File: config.mk
export PLATFORM = sky130hd
export DESIGN_NAME = mix_column_stream
export DESIGN_NICKNAME = d
export VERILOG_FILES = /design/src/rtl/aes_pkg.sv /design/src/rtl/mix_column_core.sv /design/src/rtl/mix_column_stream.sv
export SDC_FILE = /design/constraint.sdc
export NUM_CORES = 1
export LEC_CHECK = 0
export ABC_CLOCK_PERIOD_IN_PS = 6800
export CAP_MARGIN = 25
export CORE_MARGIN = 4
export CORE_UTILIZATION = 62
export DETAILED_ROUTE_END_ITERATION = 8
export GPL_TIMING_DRIVEN = 0
export PLACE_DENSITY_LB_ADDON = 0.12
export SYNTH_ARGS = -nofsm -noshare
export SYNTH_HDL_FRONTEND = slang
export SYNTH_SLANG_ARGS = --single-unit
File: constraint.sdc
create_clock -name clk -period 6.8 [get_ports clk]
set_input_delay 0.68 -clock clk [delete_from_list [all_inputs] [get_ports clk]]
set_output_delay 0.68 -clock clk [all_outputs]
set_load 0.05 [all_outputs]
File: src/rtl/aes_pkg.sv
// -----------------------------------------------------------------------------
// aes_pkg
// Shared AES datapath types and GF(2^8) helpers (polynomial x^8+x^4+x^3+x+1).
//   byte_t  : one state byte
//   col_t   : one state column, element r is row r
//   xtime / gf_mulN : constant multipliers used by the MixColumns networks
// -----------------------------------------------------------------------------
package aes_pkg;

    localparam logic [7:0] GF_RED = 8'h1B;

    typedef logic [7:0]  byte_t;
    typedef byte_t [3:0] col_t;

    function automatic byte_t xtime(input byte_t a);
        return {a[6:0], 1'b0} ^ (a[7] ? GF_RED : 8'h00);
    endfunction

    function automatic byte_t gf_mul2(input byte_t a);
        return xtime(a);
    endfunction

    function automatic byte_t gf_mul3(input byte_t a);
        return xtime(a) ^ a;
    endfunction

    // The inverse multipliers share the x2/x4/x8 chain.
    function automatic byte_t gf_mul9(input byte_t a);
        byte_t m2, m4, m8;
        m2 = xtime(a);
        m4 = xtime(m2);
        m8 = xtime(m4);
        return m8 ^ a;
    endfunction

    function automatic byte_t gf_mul11(input byte_t a);
        byte_t m2, m4, m8;
        m2 = xtime(a);
        m4 = xtime(m2);
        m8 = xtime(m4);
        return m8 ^ m2 ^ a;
    endfunction

    function automatic byte_t gf_mul13(input byte_t a);
        byte_t m2, m4, m8;
        m2 = xtime(a);
        m4 = xtime(m2);
        m8 = xtime(m4);
        return m8 ^ m4 ^ a;
    endfunction

    function automatic byte_t gf_mul14(input byte_t a);
        byte_t m2, m4, m8;
        m2 = xtime(a);
        m4 = xtime(m2);
        m8 = xtime(m4);
        return m8 ^ m4 ^ m2;
    endfunction

endpackage

File: src/rtl/mix_column_core.sv
// -----------------------------------------------------------------------------
// mix_column_core
// Purely combinational MixColumns network for one column.
//   a    : input column (row r in a[r])
//   mode : 0 = forward MixColumns, 1 = InvMixColumns
//   o    : transformed column
// Build option: MIX_COLUMN_INV_EN adds the inverse network; without it the
// block is forward-only and mode is ignored.
// -----------------------------------------------------------------------------
module mix_column_core
    import aes_pkg::*;
(
    input  col_t a,
    input  logic mode,
    output col_t o
);

    col_t fwd;

    for (genvar r = 0; r < 4; r++) begin : g_fwd
        localparam int R1 = (r + 1) % 4;
        localparam int R2 = (r + 2) % 4;
        localparam int R3 = (r + 3) % 4;
        assign fwd[r] = gf_mul2(a[r]) ^ gf_mul3(a[R1]) ^ a[R2] ^ a[R3];
    end

`ifdef MIX_COLUMN_INV_EN
    col_t inv_col;

    for (genvar r = 0; r < 4; r++) begin : g_inv
        localparam int R1 = (r + 1) % 4;
        localparam int R2 = (r + 2) % 4;
        localparam int R3 = (r + 3) % 4;
        assign inv_col[r] = gf_mul14(a[r]) ^ gf_mul11(a[R1]) ^
                            gf_mul13(a[R2]) ^ gf_mul9(a[R3]);
    end

    assign o = mode ? inv_col : fwd;
`else
    logic unused_mode;
    assign unused_mode = mode;
    assign o = fwd;
`endif

endmodule

File: src/rtl/mix_column_stream.sv
// -----------------------------------------------------------------------------
// mix_column_stream
// Byte-lane-serial MixColumns stage. Collects one 32-bit column over
// 4/IN_BYTES beats, transforms it, and holds the result as four bytes.
//   clk, rst         : clock, asynchronous active-high reset
//   clr              : synchronous clear of the partially collected column
//   inv              : mode for the column, sampled on its first beat
//   in_valid/ready   : input beat handshake, d_in lane k = row beat*IN_BYTES+k
//   out_valid/ready  : output column handshake
//   d0_out..d3_out   : result rows 0..3
// Build option: MIX_COLUMN_INV_EN enables the inverse (decrypt) mode.
// -----------------------------------------------------------------------------
module mix_column_stream
    import aes_pkg::*;
#(
    parameter int IN_BYTES = 1
) (
    input  logic                  clk,
    input  logic                  rst,
    input  logic                  clr,
    input  logic                  inv,
    input  logic                  in_valid,
    output logic                  in_ready,
    input  logic [8*IN_BYTES-1:0] d_in,
    output logic                  out_valid,
    input  logic                  out_ready,
    output logic [7:0]            d0_out,
    output logic [7:0]            d1_out,
    output logic [7:0]            d2_out,
    output logic [7:0]            d3_out
);

    if (!(IN_BYTES == 1 || IN_BYTES == 2 || IN_BYTES == 4)) begin : g_bad_in_bytes
        $error("mix_column_stream: IN_BYTES must be 1, 2 or 4");
    end

    localparam int         BEATS     = 4 / IN_BYTES;
    localparam logic [1:0] LAST_BEAT = 2'(BEATS - 1);

    logic [1:0] cnt_q, cnt_d;
    col_t       col_q, col_d;
    logic       out_valid_q, out_valid_d;
    col_t       dout_q, dout_d;

    logic       last_beat;
    logic       accept;
    logic       load;
    logic       col_mode;
    col_t       full_col;
    col_t       result;
    logic [1:0] row;

    assign last_beat = (cnt_q == LAST_BEAT);
    // The last beat may only enter when the output slot is empty or being drained.
    assign in_ready  = !clr && (!last_beat || !out_valid_q || out_ready);
    assign accept    = in_valid && in_ready;
    assign load      = accept && last_beat;

    // Collected bytes with the current beat's lanes merged in; on the last
    // beat this is the complete column fed to the network.
    always_comb begin
        full_col = col_q;
        row      = 2'd0;
        for (int k = 0; k < IN_BYTES; k++) begin
            row           = 2'(int'(cnt_q) * IN_BYTES + k);
            full_col[row] = d_in[8*k +: 8];
        end
    end

`ifdef MIX_COLUMN_INV_EN
    logic mode_q, mode_d;

    always_comb begin
        mode_d = mode_q;
        if (accept && cnt_q == 2'd0) begin
            mode_d = inv;
        end
    end

    // Single-beat columns have no earlier beat to capture the mode from.
    assign col_mode = (BEATS == 1) ? inv : mode_q;

    always_ff @(posedge clk or posedge rst) begin
        if (rst) begin
            mode_q <= 1'b0;
        end else begin
            mode_q <= mode_d;
        end
    end
`else
    logic unused_inv;
    assign unused_inv = inv;
    assign col_mode   = 1'b0;
`endif

    mix_column_core u_core (
        .a    (full_col),
        .mode (col_mode),
        .o    (result)
    );

    always_comb begin
        cnt_d = cnt_q;
        col_d = col_q;
        if (clr) begin
            cnt_d = 2'd0;
        end else if (accept) begin
            if (last_beat) begin
                cnt_d = 2'd0;
            end else begin
                cnt_d = cnt_q + 2'd1;
                col_d = full_col;
            end
        end
    end

    // A load in the same cycle as a handshake keeps out_valid high.
    always_comb begin
        out_valid_d = out_valid_q;
        dout_d      = dout_q;
        if (load) begin
            out_valid_d = 1'b1;
            dout_d      = result;
        end else if (out_ready) begin
            out_valid_d = 1'b0;
        end
    end

    always_ff @(posedge clk or posedge rst) begin
        if (rst) begin
            cnt_q       <= 2'd0;
            col_q       <= '0;
            out_valid_q <= 1'b0;
            dout_q      <= '0;
        end else begin
            cnt_q       <= cnt_d;
            col_q       <= col_d;
            out_valid_q <= out_valid_d;
            dout_q      <= dout_d;
        end
    end

    assign out_valid = out_valid_q;
    assign d0_out    = dout_q[0];
    assign d1_out    = dout_q[1];
    assign d2_out    = dout_q[2];
    assign d3_out    = dout_q[3];

endmodule

# After elaboration in Yosys (flattened, before gate mapping)
# Cells that the tools add are included.
totals:
  word_cells: 60
  ff_bits: 67
  inputBits: 14
  out_inout_bits: 34
op_classes:
  n_eq_ne: 1
  order_cmp: 2
  bitwise_logic: 22
  reduce_logical: 12
  n_mux: 12
  n_addsub: 1
ops:
  columns: ["cell", "n"]
  rows:
  - ["bitwise XOR 8 bit", 20]
  - ["bitwise mux 32 bit", 1]
  - ["2-to-1 mux 5 bit", 4]
  - ["demux 8 bit (select 2 bit)", 1]
  - ["2-to-1 mux 8 bit", 1]
  - ["2-to-1 mux 2 bit", 3]
  - ["logical AND 1 bit", 4]
  - ["nonzero test 2 bit", 2]
  - ["logical NOT 1 bit", 3]
  - ["less-than comparator 2 x 3 -> 1 bit (second input constant)", 1]
  - ["AND reduction 3 bit", 1]
  - ["adder 2 x 1 -> 2 bit (second input constant)", 1]
  - ["== test 2 bit (second input constant)", 1]
  - [">= comparator 2 x 1 -> 1 bit (second input constant)", 1]
  - ["logical OR 1 bit", 2]
  - ["2-to-1 mux 1 bit", 2]
  - ["NOT 1 bit", 2]

# Longest topological paths before layout
logic_depth:
  word_depth: 11
  mapped_depth: 10
  mapped_depth_nobuf: 7

# Cells and area by module
# A second synthesis with hierarchy kept.
hier_totals:
  hier_cells: 267
  hier_area_um2: 4240.3
modules_own_cells:
  columns: ["module", "instances", "cells_per_inst", "seq_area_each_um2", "area_each_um2"]
  rows:
  - ["mix_column_stream", 1, 192, 1676.6, 2930.3]
  - ["mix_column_core", 1, 75, 0.0, 1310.0]

# Worst setup path before layout
# Ideal clock, no wire load.
synth_path:
  path_type: "reg-to-reg"
  from: "register cnt_q[0]"
  to: "register dout_q, in the netlist d3_out[3]"
  setup_time_ps: 125
  n_path_buf: 0
  setup_slack_ps: 4501
  t_required_ps: 6675
  arrival_ps: 2174
  path_stages_with_launch: 8
  cell_sequence: "dfrtp_1 -> inv_1 -> ha_1 -> mux2i_1 -> xnor3_1 -> xnor2_1 -> xnor3_1 -> mux2_4"
synth_via:
  elab_chain_cells: 11
synth_lines:
  columns: ["item", "line_no", "rtl"]
  rows:
  - ["start: declaration", "mix_column_stream.sv:40", "logic [1:0] cnt_q, cnt_d;"]
  - ["start signal: assignment", "mix_column_stream.sv:136", "cnt_q <= cnt_d;"]
  - ["less-than comparator 2 x 3 -> 1 bit (implied by the code) or >= comparator 2 x 1 -> 1 bit (tied branches)", "mix_column_stream.sv:66", "full_col[row] = d_in[8*k +: 8];"]
  - ["logical AND 1 bit (implied by the code)", "mix_column_stream.sv:66", null]
  - ["2-to-1 mux 8 bit (implied by the code)", "mix_column_stream.sv:66", null]
  - ["demux 8 bit (select 2 bit)", "mix_column_stream.sv:66", null]
  - ["bitwise mux 32 bit", "mix_column_stream.sv:66", null]
  - ["2-to-1 mux 5 bit", "aes_pkg.sv:16", "return {a[6:0], 1'b0} ^ (a[7] ? GF_RED : 8'h00);"]
  - ["bitwise XOR 8 bit", "aes_pkg.sv:16", null]
  - ["bitwise XOR 8 bit", "aes_pkg.sv:24", "return xtime(a) ^ a;"]
  - ["bitwise XOR 8 bit (3 in series)", "mix_column_core.sv:24", "assign fwd[r] = gf_mul2(a[r]) ^ gf_mul3(a[R1]) ^ a[R2] ^ a[R3];"]
  - ["end signal: assignment", "mix_column_stream.sv:139", "dout_q <= dout_d;"]
  - ["end: declaration", "mix_column_stream.sv:43", "col_t dout_q, dout_d;"]
# Several ways; a longest one is shown, not always the timed one.
# A chain may end at the register's enable or synchronous reset.

# Final worst setup path
layout_path:
  from: "register cnt_q[1]"
  to: "output in_ready"
layout_via:
  elab_chain_cells: 5
layout_lines:
  columns: ["item", "line_no", "rtl"]
  rows:
  - ["== test 2 bit", "mix_column_stream.sv:53", "assign last_beat = (cnt_q == LAST_BEAT);"]
  - ["logical NOT 1 bit", "mix_column_stream.sv:55", "assign in_ready = !clr && (!last_beat || !out_valid_q || out_ready);"]
  - ["logical OR 1 bit (2 in series)", "mix_column_stream.sv:55", null]
  - ["logical AND 1 bit", "mix_column_stream.sv:55", null]
  - ["end: declaration", "mix_column_stream.sv:23", "output logic in_ready,"]
# Every way passes these cells.

==> run_results.csv <==
group,metric,value,unit
setup_path,worstPathMaxFanout,8,
drt,ant_nets,0,
clock_tree,clkTransAtPathRegs,60,ps
sta,relSlewSlack,43.0,%
clock_tree,cts_hold_buf,0,
clock_tree,post_cts_buffers,0,
pwr,combPwrFrac,61.9,%
sta,min_period,3110,ps
cells_and_area,antenna_cells,0,
logic_synthesis,syn_area,4670,um2
clock_tree,cts_max_level,3,
global_route,grt_overflow,0,
logic_synthesis,synth_flop_cell,"dfrtp_1",
drt,dr.pass1.iters,6,
setup_path,end_kind,"output pin",
sta,skew,8.84,ps
floorplanning,io_pins,48,
cells_and_area,layout-drive-gt1-share,12.9,%
pwr,p_switching,1.14,mW
logic_synthesis,yosysWarnings,0,
cells_and_area,final_cells,601,
status,status,"complete, no violations",
placement,dp_hpwl,8.57,mm
pwr,clockPowerShare,12.9,%
setup_path,startpoint_type,"flip-flop",
floorplanning,dieArea,8980,um2
drt,wl,11.9,mm
setup_path,crit_arrival,2430,ps
clock_tree,cts-buffers-inserted,9,
sta,timing.hold.ws,480,ps
drt,dr_total_vias,3544,
logic_synthesis,syn_avg_cell_area,10.5,um2
cells_and_area,fillers,565,
drt,drt_iter0_markers,286,
setup_path,cp.required,6120,ps
global_route,grt_max_degree,68,
setup_path,critPathKind,"flip-flop to output pin",
sta,worstMarginPinSlew,855,ps
sta,rsz0062_at_grt,"no",
cells_and_area,final_common_cell,"dfrtp_1",
sta,drv_slew,0,
logic_synthesis,ys_seq_elements,67,
pwr,intPower,1.47,mW
global_route,antenna_found_initial,0,
drt,wl_per_cell,19.8,um
logic_synthesis,async_flop_share,100,%
logic_synthesis,synth_fp_nets,465,
placement,placed_cells,586,
pwr,total_power,2.60,mW
cells_and_area,area_growth,15.9,%
sta,hold_violations,0,
drt,vias_per_cell,5.90,
pwr,leakage,2.32,nW
clock_tree,ctsResizeCount,0,
floorplanning,die_height,94.8,um
global_route,first_global_vias,3541,
pwr,ir_drop,0.000250,V
pwr,power.share.sequential,25.1,%
placement,portBuffers,42,
logic_synthesis,ys_seq_area_share,35.9,%
floorplanning,rows,31,
sta,finalCritPeriodShare,45.7,%
job,maxCapViolations,0,
floorplanning,coreArea,7290,um2
logic_synthesis,synth.distinct_cells,50,
sta,fmax,0.321,GHz
floorplanning,die_width,94.8,um
min_path,hold_path_class,"flip-flop to flip-flop",
min_path,whs_path_depth,2,
sta,setup_viol,0,
floorplanning,start_util,64.0,%
cells_and_area,utilization,74.2,%
clock_tree,cts.path.max_buffers,2,
clock_tree,cts_tree,"yes",
clock_tree,clock_latency,340,ps
drt,drc,0,
sta,setup_tns,0,ps
global_route,track_usage,28.1,%
cells_and_area,layout_common_cells,"dfrtp_1, xnor2_1, clkdlybuf4s50_1, nand2_1, o21ai_0",
placement,gp_congestion,0.922,
cells_and_area,final_net_count,518,
global_route,grt_pass1_wl,18.6,mm
setup_path,rr_worst_depth,7,
pwr,p_sw_share,43.6,%
logic_synthesis,synth_edf_count,0,
clock_tree,cts_num_sinks,67,
clock_tree,root_buffer,"clkbuf_8",
pwr,cellPowerDensity,481,nW/um2
logic_synthesis,netlist_instances,445,
-- sequential cells by signal, summed over array words and instances, names as in the netlist --
signal and cells:
out_valid 1, cnt_q 2, d1_out 8, d2_out 8
col_q 32, d0_out 8, d3_out 8
-- per-stage QoR --
stage | setup slack (ps) | cell area [um2]
after CTS | 3680 | 5410
after floorplan | 4440 | 4670
final | 3690 | 5410
after detailed placement | 3690 | 5220
after global routing | 3620 | 5410
after global placement | 3270 | 5210
-- cell usage after synthesis, types with 5 or more instances --
cell type  instances  area share (%)
xnor2_1           66              12
nor2_1            27             2.2
mux2_2            17             4.1
buf_2              9            0.96
dfrtp_1           67              36
mux2i_2            6             1.8
o21ai_0           31             3.3
nand2b_1           6            0.80
mux2i_1           27             5.8
ha_1               6             1.6
nand2_1           39             3.1
xnor3_1           14             6.8
xor2_1            19             3.6
a21oi_1           23             2.5
o21ai_1            9            0.96
buf_6              5             1.2
inv_1              6            0.48
clkbuf_1          10            0.80
-- layer usage --
| layer | wire length (um) | track usage (%) | vias to the layer above |
|---|---|---|---|
| met3 | 964 | 6.06 | 36 |
| met2 | 5710 | 45.6 | 167 |
| met1 | 4900 | 36.3 | 1707 |
| met4 | 340 | 12.0 | 0 |
| met5 | 0 | 0 | - |
| li1 | - | - | 1634 |
-- area by class of cell --
class / instances / area (um2) / share of cell area [%]
Clock inverter: 2 / 35.0 / 0.648
Timing Repair Buffer: 42 / 420 / 7.77
Tap cell: 99 / 124 / 2.29
Multi-Input combinational cell: 342 / 2800 / 51.8
Inverter: 6 / 25.0 / 0.463
Buffer: 30 / 169 / 3.12
Clock buffer: 13 / 159 / 2.94
Sequential cell: 67 / 1680 / 31.0
-- power groups by stage --
| stage | clock network [mW] | logic [mW] | registers, mW |
|---|---|---|---|
| 2_1_floorplan | 0 | 0.957 | 0.913 |
| 3_3_place_gp | 0 | 1.57 | 0.649 |
| 3_5_place_dp | 0 | 1.60 | 0.659 |
| 4_1_cts | 0.338 | 1.61 | 0.652 |
| 5_1_grt | 0.357 | 1.70 | 0.672 |
| 6_report | 0.337 | 1.61 | 0.654 |
-- final timing paths --
path,slack [ps],startpoint,endpoint
min,480,d3_out[7]$_DFFE_PP0P_,d3_out[7]$_DFFE_PP0P_
max in group asynchronous,5370,rst,d3_out[7]$_DFFE_PP0P_
min reg2reg,480,d3_out[7]$_DFFE_PP0P_,d3_out[7]$_DFFE_PP0P_
min in group asynchronous,860,rst,cnt_q[1]$_DFFE_PP0P_
max reg2reg,4010,cnt_q[0]$_DFFE_PP0P_,d3_out[3]$_DFFE_PP0P_
max,3690,cnt_q[1]$_DFFE_PP0P_,in_ready
-- worst max-delay path, cell delays in order (launching register included) --
cell	delay [ps]
dfrtp_1	430
ha_1	190
buf_2	210
inv_1	280
o21ba_2	200
clkdlybuf4s50_1	790
-- logic make-up after synthesis --
logic type	count (synthesis)	share of synthesized area [%]
AOI/OAI and AO/OA	87	11.6
adders and majority gates	6	1.61
DFF	67	35.9
and+or+nand+nor	92	8.76
muxes	55	13.9
buffers and inverters	36	4.10
xor gates and xnor gates	102	24.1
Note: power is estimated with default switching activity, not from simulation.
==> variant, RTL diff (same settings) <==
The option `MIX_COLUMN_INV_EN` is turned on by a define.
--- a/src/rtl/mix_column_core.sv
+++ b/src/rtl/mix_column_core.sv
@@ -9,2 +9,4 @@
 // -----------------------------------------------------------------------------
+`define MIX_COLUMN_INV_EN
+
 module mix_column_core
Check against the original RTL: not equivalent (Yosys sat finds a counterexample within 10 cycles, from zero or initial values and one cycle with rst high).
==> variant against the original RTL <==
Maximum frequency shrank 16%; final area increased by 47%; critical endpoint is now d1_out[3]; setup slack got worse by 0.58 ns; clock skew barely moved; wire length up 71%; synthesized area grew 51%; sequential cell count grew 1.
Power is not shown: default switching activity piles up to over one toggle a cycle in this logic, so the estimate is an artifact.
==> variant: results (changes against the original RTL) <==
metric	value	unit	change
status	finished clean		unchanged
crit_family	XOR/XNOR gates		was buffers and inverters
synth.distinct_cells	49		was 50
grt_max_degree	69		was 68
dp_hpwl	16000	um	was 8570 um
grt_usage	0.321		was 0.281
place.gp.congestion	0.969		was 0.922
fin_crit	3.69	ns	was 3.11 ns
wl	20400	um	was 11900 um
port_buffers	43		was 42
synthesis.nets	704		was 465
synth.top_cells.by_count	xnor2_1 (159), dfrtp_1 (68), xor2_1 (65)		was dfrtp_1 (67), xnor2_1 (66), nand2_1 (39)
first_global_vias	5243		was 3541
vias_per_cell	5.96		was 5.90
r2r_slack	3.11	ns	was 4.01 ns
slowest_stage	mux2i_1		was clkdlybuf4s50_1
root_buffer	clkbuf_16		was clkbuf_8
maxSlewHeadroom	0.209		was 0.430
max_stage_delay	0.82	ns	was 0.79 ns
nets	759		was 518
drt-pass1-iter-count	5		was 6
crit_fanout	10		was 8
first_iter_violations	415		was 286
drive_above_1_share	0.125		was 0.129
skew	0.00886	ns	was 0.00884 ns
synth_area_leaders	dfrtp_1 (24%), xnor2_1 (20%), xnor3_1 (12%)		was dfrtp_1 (36%), xnor2_1 (12%), xnor3_1 (6.8%)
dp_worst_setup_slack	3.03	ns	was 3.69 ns
## variant: final timing paths
check | start | end | depth (start not counted)
hold / removal | d3_out[6] | d3_out[6] | 2
max in group asynchronous | rst | col_q[10] | 2
setup / recovery | cnt_q[0] | d1_out[3] | 10
min in group asynchronous | rst | d2_out[0] | 2
setup reg to reg | cnt_q[0] | d1_out[3] | 10
hold reg to reg | d3_out[6] | d3_out[6] | 2
## variant: through the flow
| stage | area, um^2 | instances | hold slack, ns |
|---|---|---|---|
| after floorplan | 7040 | 684 | 0.466 |
| after global placement | 7650 | 867 | 0.459 |
| after detailed placement | 7650 | 867 | 0.474 |
| after CTS | 7920 | 882 | 0.486 |
| after global routing | 7930 | 883 | 0.506 |
| final | 7930 | 883 | 0.483 |
## variant: worst min-delay path, delay by kind of cell, from the launching register on
kind	cells	cell delay (ns)
flip-flops	1	0.34
AO/OA/AOI/OAI	1	0.06
AND/OR/NAND/NOR	1	0.05
## variant: cell type report
class                      instances  area [um^2]  share of cell area
sequential                        68         1700               0.215
clock buffer                      13          260              0.0328
tap                              140          175              0.0221
timing repair buffer              44          438              0.0552
clock inverter                     2         10.0             0.00126
inverter                           8         32.5             0.00410
buffer                            50          258              0.0325
multi-input combinational        558         5050               0.637
## variant: kinds of logic after synthesis
kind of cell    count (synthesis)  share of synthesized area
xor+xnor                      270                      0.423
buf+inv                        58                     0.0409
mux                            89                      0.146
compound gates                 93                     0.0771
fa+ha+maj                       6                     0.0107
flops                          68                      0.242
simple gates                  100                     0.0606
## variant: routing by layer
layer,GRT usage,part of all wire,vias to the layer above
met2,0.525,0.47,252
met4,0.156,0.041,0
met3,0.0423,0.070,48
met1,0.420,0.42,2568
li1,-,-,2396
met5,0,0,-
